[config.mk]
export PLATFORM = sky130hd
export DESIGN_NAME = wt_dcache_ebs_sampler_flat
export DESIGN_NICKNAME = d
export VERILOG_FILES = /design/src/rtl/ebs_pkg.sv /design/src/rtl/wt_dcache_ebs_sampler_if.sv /design/src/rtl/ebs_sample_fifo.sv /design/src/rtl/wt_dcache_ebs_sampler.sv /design/src/flat_wrapper.sv
export SDC_FILE = /design/constraint.sdc
export NUM_CORES = 2
export LEC_CHECK = 0
export ABC_CLOCK_PERIOD_IN_PS = 14800
export BUFFER_PORTS_ARGS = -buffer_cell sky130_fd_sc_hd__buf_2
export CAP_MARGIN = 20
export CORE_MARGIN = 2
export CORE_UTILIZATION = 40
export CTS_CLUSTER_DIAMETER = 80
export DETAILED_ROUTE_END_ITERATION = 10
export GPL_TIMING_DRIVEN = 1
export PLACE_DENSITY_LB_ADDON = 0.05
export SYNTH_ARGS = -nofsm -noshare
export SYNTH_HDL_FRONTEND = slang
export SYNTH_SLANG_ARGS = --single-unit
export TNS_END_PERCENT = 1
[constraint.sdc]
create_clock -name clk_i -period 14.8 [get_ports clk_i]
set_input_delay 1.48 -clock clk_i [delete_from_list [all_inputs] [get_ports clk_i]]
set_output_delay 1.48 -clock clk_i [all_outputs]
set_load 0.005 [all_outputs]
[src/rtl/ebs_pkg.sv]
// Shared types and constants for the dcache event-based sampling (EBS) unit.
// The sample struct here carries the default widths; the top builds its own from its parameters.
package ebs_pkg;

    localparam int unsigned EBS_MODE_W = 2;

    typedef enum logic [EBS_MODE_W-1:0] {
        EBS_OFF  = 2'd0,
        EBS_ALL  = 2'd1,
        EBS_ADDR = 2'd2,
        EBS_PC   = 2'd3
    } ebs_mode_e;

    localparam int unsigned EBS_PORT_W = 2;
    localparam int unsigned EBS_PC_W   = 64;
    localparam int unsigned EBS_ADDR_W = 56;
    localparam int unsigned EBS_TS_W   = 32;

    typedef struct packed {
        logic [EBS_PORT_W-1:0] port;
        logic [EBS_PC_W-1:0]   pc;
        logic [EBS_ADDR_W-1:0] paddr;
        logic [EBS_TS_W-1:0]   ts;
    } ebs_sample_t;

endpackage

[src/rtl/wt_dcache_ebs_sampler_if.sv]
// Sample stream from the EBS unit to the CSR/perf consumer (valid/ready, head sample fields).
interface wt_dcache_ebs_sampler_if #(
    parameter int unsigned PortW     = 2,
    parameter int unsigned PcWidth   = 64,
    parameter int unsigned AddrWidth = 56,
    parameter int unsigned TsWidth   = 32
);
    logic                 valid;
    logic                 ready;
    logic [PortW-1:0]     port;
    logic [PcWidth-1:0]   pc;
    logic [AddrWidth-1:0] paddr;
    logic [TsWidth-1:0]   ts;

    modport master (
        output valid,
        output port,
        output pc,
        output paddr,
        output ts,
        input  ready
    );

    modport slave (
        input  valid,
        input  port,
        input  pc,
        input  paddr,
        input  ts,
        output ready
    );
endinterface

[src/rtl/ebs_sample_fifo.sv]
// Sample FIFO for the EBS unit. A push while full is accepted only when a pop happens in the same cycle;
// the head is presented straight from the storage array and forced to zero while empty.
module ebs_sample_fifo
    import ebs_pkg::*;
#(
    parameter type         sample_t  = ebs_sample_t,
    parameter int unsigned FifoDepth = 8
)(
    input  logic                       clk_i,
    input  logic                       rst_i,
    input  logic                       clr_i,
    input  logic                       push_i,
    input  sample_t                    data_i,
    input  logic                       pop_i,
    output sample_t                    data_o,
    output logic                       full_o,
    output logic                       empty_o,
    output logic [$clog2(FifoDepth):0] occupancy_o
);
    localparam int unsigned PtrW = $clog2(FifoDepth);
    localparam int unsigned OccW = PtrW + 1;

    sample_t         mem_q [FifoDepth];
    logic [PtrW-1:0] wr_ptr_q;
    logic [PtrW-1:0] rd_ptr_q;
    logic [OccW-1:0] count_q;
    logic            push_ok;
    logic            pop_ok;

    assign empty_o     = (count_q == '0);
    assign full_o      = (count_q == OccW'(FifoDepth));
    assign pop_ok      = pop_i & ~empty_o;
    assign push_ok     = push_i & (~full_o | pop_ok);
    assign occupancy_o = count_q;
    assign data_o      = empty_o ? sample_t'('0) : mem_q[rd_ptr_q];

    // Depth is a power of two, so the pointers wrap naturally.
    always_ff @(posedge clk_i or posedge rst_i) begin
        if (rst_i) begin
            wr_ptr_q <= '0;
            rd_ptr_q <= '0;
            count_q  <= '0;
        end else if (clr_i) begin
            wr_ptr_q <= '0;
            rd_ptr_q <= '0;
            count_q  <= '0;
        end else begin
            if (push_ok) begin
                wr_ptr_q <= wr_ptr_q + PtrW'(1);
            end
            if (pop_ok) begin
                rd_ptr_q <= rd_ptr_q + PtrW'(1);
            end
            case ({push_ok, pop_ok})
                2'b10:   count_q <= count_q + OccW'(1);
                2'b01:   count_q <= count_q - OccW'(1);
                default: count_q <= count_q;
            endcase
        end
    end

    always_ff @(posedge clk_i) begin
        if (push_ok && !clr_i) begin
            mem_q[wr_ptr_q] <= data_i;
        end
    end
endmodule

[src/rtl/wt_dcache_ebs_sampler.sv]
// Event-based sampling of dcache misses: filters per-port misses, takes one sample every period_i
// eligible misses, buffers samples in a FIFO, and keeps raw per-port miss counts and the last-miss PC.
module wt_dcache_ebs_sampler
    import ebs_pkg::*;
#(
    parameter int unsigned NumPorts  = 4,
    parameter int unsigned PcWidth   = 64,
    parameter int unsigned AddrWidth = 56,
    parameter int unsigned CntWidth  = 32,
    parameter int unsigned TsWidth   = 32,
    parameter int unsigned FifoDepth = 8,
    parameter int unsigned IrqThresh = 4
)(
    input  logic                          clk_i,
    input  logic                          rst_i,
    input  logic                          enable_i,
    input  logic                          clear_i,
    input  logic [EBS_MODE_W-1:0]         mode_i,
    input  logic [CntWidth-1:0]           period_i,
    input  logic [PcWidth-1:0]            filt_base_i,
    input  logic [PcWidth-1:0]            filt_mask_i,
    input  logic [NumPorts-1:0]           miss_vld_i,
    input  logic [NumPorts*PcWidth-1:0]   miss_pc_i,
    input  logic [NumPorts*AddrWidth-1:0] miss_paddr_i,
    wt_dcache_ebs_sampler_if.master       smpl,
    output logic [$clog2(FifoDepth):0]    occupancy_o,
    output logic                          irq_o,
    output logic [CntWidth-1:0]           drop_cnt_o,
    output logic [NumPorts*CntWidth-1:0]  miss_cnt_o,
    output logic [PcWidth-1:0]            last_pc_o
);
    localparam int unsigned PortW = (NumPorts > 1) ? $clog2(NumPorts) : 1;
    localparam int unsigned OccW  = $clog2(FifoDepth) + 1;

    typedef struct packed {
        logic [PortW-1:0]     port;
        logic [PcWidth-1:0]   pc;
        logic [AddrWidth-1:0] paddr;
        logic [TsWidth-1:0]   ts;
    } entry_t;

    logic [NumPorts-1:0]  miss_ev;
    logic [NumPorts-1:0]  elig;
    logic [PcWidth-1:0]   port_pc    [NumPorts];
    logic [AddrWidth-1:0] port_paddr [NumPorts];

    logic [CntWidth-1:0]   cnt_q, cnt_d;
    logic [TsWidth-1:0]    ts_q;
    logic [CntWidth-1:0]   drop_cnt_q;
    logic [PcWidth-1:0]    last_pc_q, last_pc_d;
    logic [EBS_MODE_W-1:0] mode_q;
    logic [CntWidth-1:0]   period_q;
    logic                  cfg_seen_q;

    logic [CntWidth-1:0] period_eff;
    logic [CntWidth-1:0] elig_cnt;
    logic [CntWidth-1:0] excess;
    logic [PortW-1:0]    sel_port;
    logic                cfg_wr;
    logic                fire;
    logic                pop;
    logic                drop;
    logic                fifo_full;
    logic                fifo_empty;
    entry_t              push_entry;
    entry_t              head_entry;

    // Per-port filter and raw miss counter.
    for (genvar gi = 0; gi < NumPorts; gi++) begin : g_port
        logic [PcWidth-1:0]  paddr_ext;
        logic                hit;
        logic [CntWidth-1:0] miss_cnt_q;

        assign port_pc[gi]    = miss_pc_i[gi*PcWidth +: PcWidth];
        assign port_paddr[gi] = miss_paddr_i[gi*AddrWidth +: AddrWidth];
        assign paddr_ext      = PcWidth'(port_paddr[gi]);

        always_comb begin
            hit = 1'b0;
            case (ebs_mode_e'(mode_i))
                EBS_ALL:  hit = 1'b1;
                EBS_ADDR: hit = (((paddr_ext ^ filt_base_i) & filt_mask_i) == '0);
                EBS_PC:   hit = (((port_pc[gi] ^ filt_base_i) & filt_mask_i) == '0);
                default:  hit = 1'b0;
            endcase
        end

        assign miss_ev[gi] = enable_i & miss_vld_i[gi];
        assign elig[gi]    = miss_ev[gi] & hit;

        always_ff @(posedge clk_i or posedge rst_i) begin
            if (rst_i) begin
                miss_cnt_q <= '0;
            end else if (clear_i) begin
                miss_cnt_q <= '0;
            end else if (miss_ev[gi]) begin
                miss_cnt_q <= miss_cnt_q + CntWidth'(1);
            end
        end

        assign miss_cnt_o[gi*CntWidth +: CntWidth] = miss_cnt_q;
    end

    // Popcount of eligible ports and pick of the cnt-th one in ascending index order.
    always_comb begin
        elig_cnt = '0;
        sel_port = '0;
        for (int k = 0; k < NumPorts; k++) begin
            if (elig[k]) begin
                elig_cnt = elig_cnt + CntWidth'(1);
                if (elig_cnt == cnt_q) begin
                    sel_port = PortW'(k);
                end
            end
        end
    end

    assign period_eff = (period_i == '0) ? CntWidth'(1) : period_i;
    // Config values present when reset is released are the baseline, not a write.
    assign cfg_wr     = cfg_seen_q & ((mode_i != mode_q) | (period_i != period_q));
    assign fire       = ~cfg_wr & (elig_cnt >= cnt_q);
    assign excess     = elig_cnt - cnt_q;

    always_comb begin
        cnt_d = cnt_q - elig_cnt;
        if (clear_i || cfg_wr) begin
            cnt_d = period_eff;
        end else if (fire) begin
            cnt_d = (excess >= period_eff) ? CntWidth'(1) : (period_eff - excess);
        end
    end

    always_comb begin
        last_pc_d = last_pc_q;
        for (int k = NumPorts - 1; k >= 0; k--) begin
            if (miss_ev[k]) begin
                last_pc_d = port_pc[k];
            end
        end
    end

    assign push_entry.port  = sel_port;
    assign push_entry.pc    = port_pc[sel_port];
    assign push_entry.paddr = port_paddr[sel_port];
    assign push_entry.ts    = ts_q;

    assign pop  = ~fifo_empty & smpl.ready;
    assign drop = fire & fifo_full & ~pop & ~clear_i;

    always_ff @(posedge clk_i or posedge rst_i) begin
        if (rst_i) begin
            cnt_q      <= CntWidth'(1);
            ts_q       <= '0;
            drop_cnt_q <= '0;
            last_pc_q  <= '0;
            mode_q     <= '0;
            period_q   <= '0;
            cfg_seen_q <= 1'b0;
        end else begin
            cnt_q      <= cnt_d;
            ts_q       <= ts_q + TsWidth'(1);
            last_pc_q  <= last_pc_d;
            mode_q     <= mode_i;
            period_q   <= period_i;
            cfg_seen_q <= 1'b1;
            if (clear_i) begin
                drop_cnt_q <= '0;
            end else if (drop && (drop_cnt_q != '1)) begin
                drop_cnt_q <= drop_cnt_q + CntWidth'(1);
            end
        end
    end

    ebs_sample_fifo #(
        .sample_t  (entry_t),
        .FifoDepth (FifoDepth)
    ) u_fifo (
        .clk_i       (clk_i),
        .rst_i       (rst_i),
        .clr_i       (clear_i),
        .push_i      (fire),
        .data_i      (push_entry),
        .pop_i       (pop),
        .data_o      (head_entry),
        .full_o      (fifo_full),
        .empty_o     (fifo_empty),
        .occupancy_o (occupancy_o)
    );

    assign smpl.valid  = ~fifo_empty;
    assign smpl.port   = head_entry.port;
    assign smpl.pc     = head_entry.pc;
    assign smpl.paddr  = head_entry.paddr;
    assign smpl.ts     = head_entry.ts;

    assign irq_o       = (occupancy_o >= OccW'(IrqThresh));
    assign drop_cnt_o  = drop_cnt_q;
    assign last_pc_o   = last_pc_q;
endmodule

[src/flat_wrapper.sv]
// flat-port wrapper written by rule: the top's interface ports become plain ports
module wt_dcache_ebs_sampler_flat import ebs_pkg::*;
#(
    parameter int unsigned NumPorts  = 4,
    parameter int unsigned PcWidth   = 64,
    parameter int unsigned AddrWidth = 56,
    parameter int unsigned CntWidth  = 32,
    parameter int unsigned TsWidth   = 32,
    parameter int unsigned FifoDepth = 8,
    parameter int unsigned IrqThresh = 4
)
  (clk_i, rst_i, enable_i, clear_i, mode_i, period_i, filt_base_i, filt_mask_i, miss_vld_i, miss_pc_i, miss_paddr_i, occupancy_o, irq_o, drop_cnt_o, miss_cnt_o, last_pc_o, smpl_valid, smpl_port, smpl_pc, smpl_paddr, smpl_ts, smpl_ready);
  wt_dcache_ebs_sampler_if #(.PortW(2), .PcWidth(PcWidth), .AddrWidth(AddrWidth), .TsWidth(TsWidth)) smpl_i ();
  input  logic clk_i;
  input  logic rst_i;
  input  logic enable_i;
  input  logic clear_i;
  input  logic [EBS_MODE_W-1:0] mode_i;
  input  logic [CntWidth-1:0] period_i;
  input  logic [PcWidth-1:0] filt_base_i;
  input  logic [PcWidth-1:0] filt_mask_i;
  input  logic [NumPorts-1:0] miss_vld_i;
  input  logic [NumPorts*PcWidth-1:0] miss_pc_i;
  input  logic [NumPorts*AddrWidth-1:0] miss_paddr_i;
  output logic [$clog2(FifoDepth):0] occupancy_o;
  output logic irq_o;
  output logic [CntWidth-1:0] drop_cnt_o;
  output logic [NumPorts*CntWidth-1:0] miss_cnt_o;
  output logic [PcWidth-1:0] last_pc_o;
  output wire logic [$bits(smpl_i.valid)-1:0] smpl_valid;
  output wire logic [$bits(smpl_i.port)-1:0] smpl_port;
  output wire logic [$bits(smpl_i.pc)-1:0] smpl_pc;
  output wire logic [$bits(smpl_i.paddr)-1:0] smpl_paddr;
  output wire logic [$bits(smpl_i.ts)-1:0] smpl_ts;
  input wire logic [$bits(smpl_i.ready)-1:0] smpl_ready;
  assign smpl_valid = smpl_i.valid;
  assign smpl_port = smpl_i.port;
  assign smpl_pc = smpl_i.pc;
  assign smpl_paddr = smpl_i.paddr;
  assign smpl_ts = smpl_i.ts;
  assign smpl_i.ready = smpl_ready;
  wt_dcache_ebs_sampler #(.NumPorts(NumPorts), .PcWidth(PcWidth), .AddrWidth(AddrWidth), .CntWidth(CntWidth), .TsWidth(TsWidth), .FifoDepth(FifoDepth), .IrqThresh(IrqThresh)) u_core (.clk_i(clk_i), .rst_i(rst_i), .enable_i(enable_i), .clear_i(clear_i), .mode_i(mode_i), .period_i(period_i), .filt_base_i(filt_base_i), .filt_mask_i(filt_mask_i), .miss_vld_i(miss_vld_i), .miss_pc_i(miss_pc_i), .miss_paddr_i(miss_paddr_i), .smpl(smpl_i), .occupancy_o(occupancy_o), .irq_o(irq_o), .drop_cnt_o(drop_cnt_o), .miss_cnt_o(miss_cnt_o), .last_pc_o(last_pc_o));
endmodule
==> results.yml <==
run_status:
  outcome: "complete, but fails checks"
  failed_checks: "max-slew violations"
yosys:
  async_reset_ff_share_pct: 21.3
  seq_area_frac_synth_pct: 59.2
  yosysWarnings: 0
  avgSynthCellArea_sq_um: 13.5
  synth_ff_type: "edfxtp_1"
  synth_top_cell_by_area: "edfxtp_1"
  synth_cell_types: 59
  syn_area_sq_um: 76600
  yosysTopAreaCellShare_pct: 48.3
  yosys_register_bits: 1565
  synth_edf_count: 1232
  synthTopCellsByArea: "edfxtp_1 48%, dfrtp_1 11%, mux4_2 9.1%"
  synthCells: 5686
detailed_routing:
  met3WireLength_um: 28200
  ant_nets: 0
  wl_met2_um: 166000
  wl_met1_um: 132000
  vias_per_cell: 6.04
  num_vias: 56100
  drt-pass1-iter-count: 6
  top_layer: "met5"
  drt_drc_violations_left: 0
  wl_per_cell_um: 38.8
  wl_um: 361000
  drtIter0Drc: 6303
timing:
  max_freq_mhz: 101
  hold_viol_final: 0
  setup_tns_ns: 0
  fin_skew_ns: 0.0439
  fin_crit_ns: 9.91
  tightest_slew_ns: 1.55
  period_share_pct: 66.9
  setup_viol: 0
  hold_ws_ns: 0.474
  rsz0062_at_grt: "false"
  slew_headroom_pct: -3.24
  finalMaxSlewViolations: 28
  worst_slack_ns: 4.89
clocking:
  cts_tree: "done"
  cts.repair.resized: 0
  cts_sinks: 1565
  cts_setup_buffers: 0
  clockBufferDepth: 3
  cts_inserted_buffers: 176
  htreeDepth: 4
  cts_root_buf: "clkbuf_16"
  clkTransAtPathRegs_ns: 0.06
  insertion_delay_ns: 0.84
  holdBufCountCts: 0
min_path:
  hp-start: "u_core.last_pc_o[2]"
  worst_hold_path_type: "reg2reg"
worst_setup_path:
  crit_type: "in2reg"
  critical_path.slowest_cell: "a22oi_1"
  cp_common_cell: "a21oi_1"
  crit_path_end_kind: "flip-flop"
  path_max_fanout: 17
  critPathMaxStageDelay_ns: 0.88
  start_kind: "input port"
  critical_path_arrival_ns: 10.63
  worst-endpoint-required_ns: 15.53
  cp-startpoint: "filt_base_i[39]"
  r2r_start: "u_core.cnt_q[24]"
floorplan:
  core_area_sq_um: 190000
  die_y_um: 441
  row_count: 160
  start_util_pct: 40.3
  die-area_sq_um: 195000
  ios: 1035
  die_x_um: 441
placed_design:
  place_congestion: 1.07
  pre_cts_ws_ns: 4.39
  place_inst: 8879
  io_buffers: 1034
  dp_hpwl_um: 264000
pwr:
  leakagePower_nw: 34.8
  powerDensity_nw_per_um2: 115
  peakVddDrop_mv: 0.0931
global_route:
  grt_max_degree: 137
  grt_pass1_wl_um: 475000
  grt_overflow: 0
  antenna_found_initial: 134
  grt_use_total_pct: 36.4
  grt_pass1_vias: 54000
final_layout:
  syn_to_final_growth_pct: 17.7
  multi_input_area_sq_um: 29600
  final_nets: 7255
  drive_gt1_share_pct: 25.6
  fillers: 17200
  regArea_sq_um: 45300
  utilization_pct: 47.4
  instances_no_fill: 9299
run:
  max-cap-violations: 0
[cell usage after synthesis (8+ instances only)]
| master | n |
|---|---|
| buf_1 | 60 |
| a311oi_1 | 65 |
| a211oi_1 | 125 |
| o21ai_0 | 138 |
| a22oi_1 | 260 |
| inv_1 | 39 |
| nor2_1 | 565 |
| and2_1 | 9 |
| mux4_2 | 308 |
| nand3_1 | 84 |
| a21o_1 | 142 |
| xnor2_1 | 102 |
| buf_2 | 23 |
| ha_1 | 53 |
| clkbuf_1 | 344 |
| or3_1 | 34 |
| nand2b_1 | 8 |
| xor2_1 | 678 |
| mux2i_1 | 281 |
| and4_1 | 14 |
| nor3_1 | 31 |
| nand4_1 | 117 |
| a21oi_1 | 140 |
| nand2_1 | 356 |
| nor4_1 | 50 |
| edfxtp_1 | 1232 |
| and3_1 | 27 |
| dfrtp_1 | 332 |
[final timing paths]
kind	slack (ns)	to	cells after the start
worst max-delay path	4.89	u_core.cnt_q[14]	37
worst min-delay path	0.47	u_core.last_pc_o[2]	2
worst max register to register	8.84	u_core.u_fifo.mem_q[1][90]	9
worst min register to register	0.47	u_core.last_pc_o[2]	2
max in group asynchronous	11.57	u_core.last_pc_o[12]	4
min in group asynchronous	0.77	u_core.g_port[3].miss_cnt_q[6]	2
[cells in the final DEF, fill, tap and decap left out, drive strengths merged, types with 10 or more instances in the layout]
| master | instances |
|---|---|
| a211oi | 125 |
| a21o | 142 |
| a21oi | 142 |
| a22oi | 260 |
| a311oi | 65 |
| and3 | 27 |
| and4 | 14 |
| buf | 1109 |
| clkbuf | 249 |
| clkinv | 55 |
| clkinvlp | 10 |
| dfrtp | 332 |
| diode | 85 |
| edfxtp | 1232 |
| ha | 53 |
| inv | 50 |
| mux2i | 281 |
| mux4 | 308 |
| nand2 | 357 |
| nand3 | 84 |
| nand4 | 117 |
| nor2 | 566 |
| nor3 | 32 |
| nor4 | 50 |
| o21ai | 138 |
| or3 | 34 |
| xnor2 | 102 |
| xor2 | 678 |
[layer usage]
metal,vias to the layer above,global-route usage [%]
met3,939,8.27
met5,-,0
li1,23300,-
met2,2960,56.4
met1,28900,43.5
met4,34,29.5
[kinds of logic after synthesis]
| kind of cell | after synthesis | share of synthesized area, % |
|---|---|---|
| compound gates | 906 | 8.12 |
| xor+xnor | 780 | 8.92 |
| fa+ha+maj | 57 | 0.971 |
| buf+inv | 466 | 2.32 |
| flops | 1565 | 59.2 |
| mux | 591 | 12.8 |
| other cells | 2 | 0.00981 |
| simple gates | 1319 | 7.68 |
[final cells by class]
cell class / count / share of cell area [%]
sequential: 1565 / 50.3
multi-input combinational: 3656 / 32.8
timing repair buffer: 1109 / 6.53
clock buffer: 249 / 5.44
tap: 2511 / 3.49
clock inverter: 85 / 0.982
antenna: 85 / 0.236
inverter: 39 / 0.171
[through the flow]
step / instance area (sq um) / total power [mW]
final: 90100 / 10.4
after floorplan: 76600 / 5.39
after detailed placement: 84100 / 6.00
after global placement: 84100 / 6.00
after CTS: 89900 / 10.4
after global routing: 90000 / 10.6
[where the power goes]
group | switching (mW) | total, mW | internal (mW)
combinational | 0.822 | 1.15 | 0.327
sequential | 0.0439 | 4.82 | 4.78
clock | 1.89 | 4.39 | 2.49
[worst max-delay path: cells and delay by family]
kind,cells,cell delay [ns]
AOI/OAI and AO/OA,14,3.39
xor gates and xnor gates,4,0.83
adders and majority gates,4,1.34
buffers and inverters,6,1.10
muxes,1,0.25
and+or+nand+nor,8,2.20
[state kept, by name, summed over array words and instances (netlist names)]
signal                     cells
u_core.ts_q                   32
u_core.g_port.miss_cnt_q     128
u_core.u_fifo.occupancy_o      4
u_core.mode_q                  2
u_core.u_fifo.mem_q         1232
u_core.cnt_q                  32
u_core.u_fifo.wr_ptr_q         3
u_core.period_q               32
u_core.cfg_seen_q              1
u_core.drop_cnt_o             32
u_core.last_pc_o              64
u_core.u_fifo.rd_ptr_q         3
No activity file was read; power rests on OpenSTA's default activity.
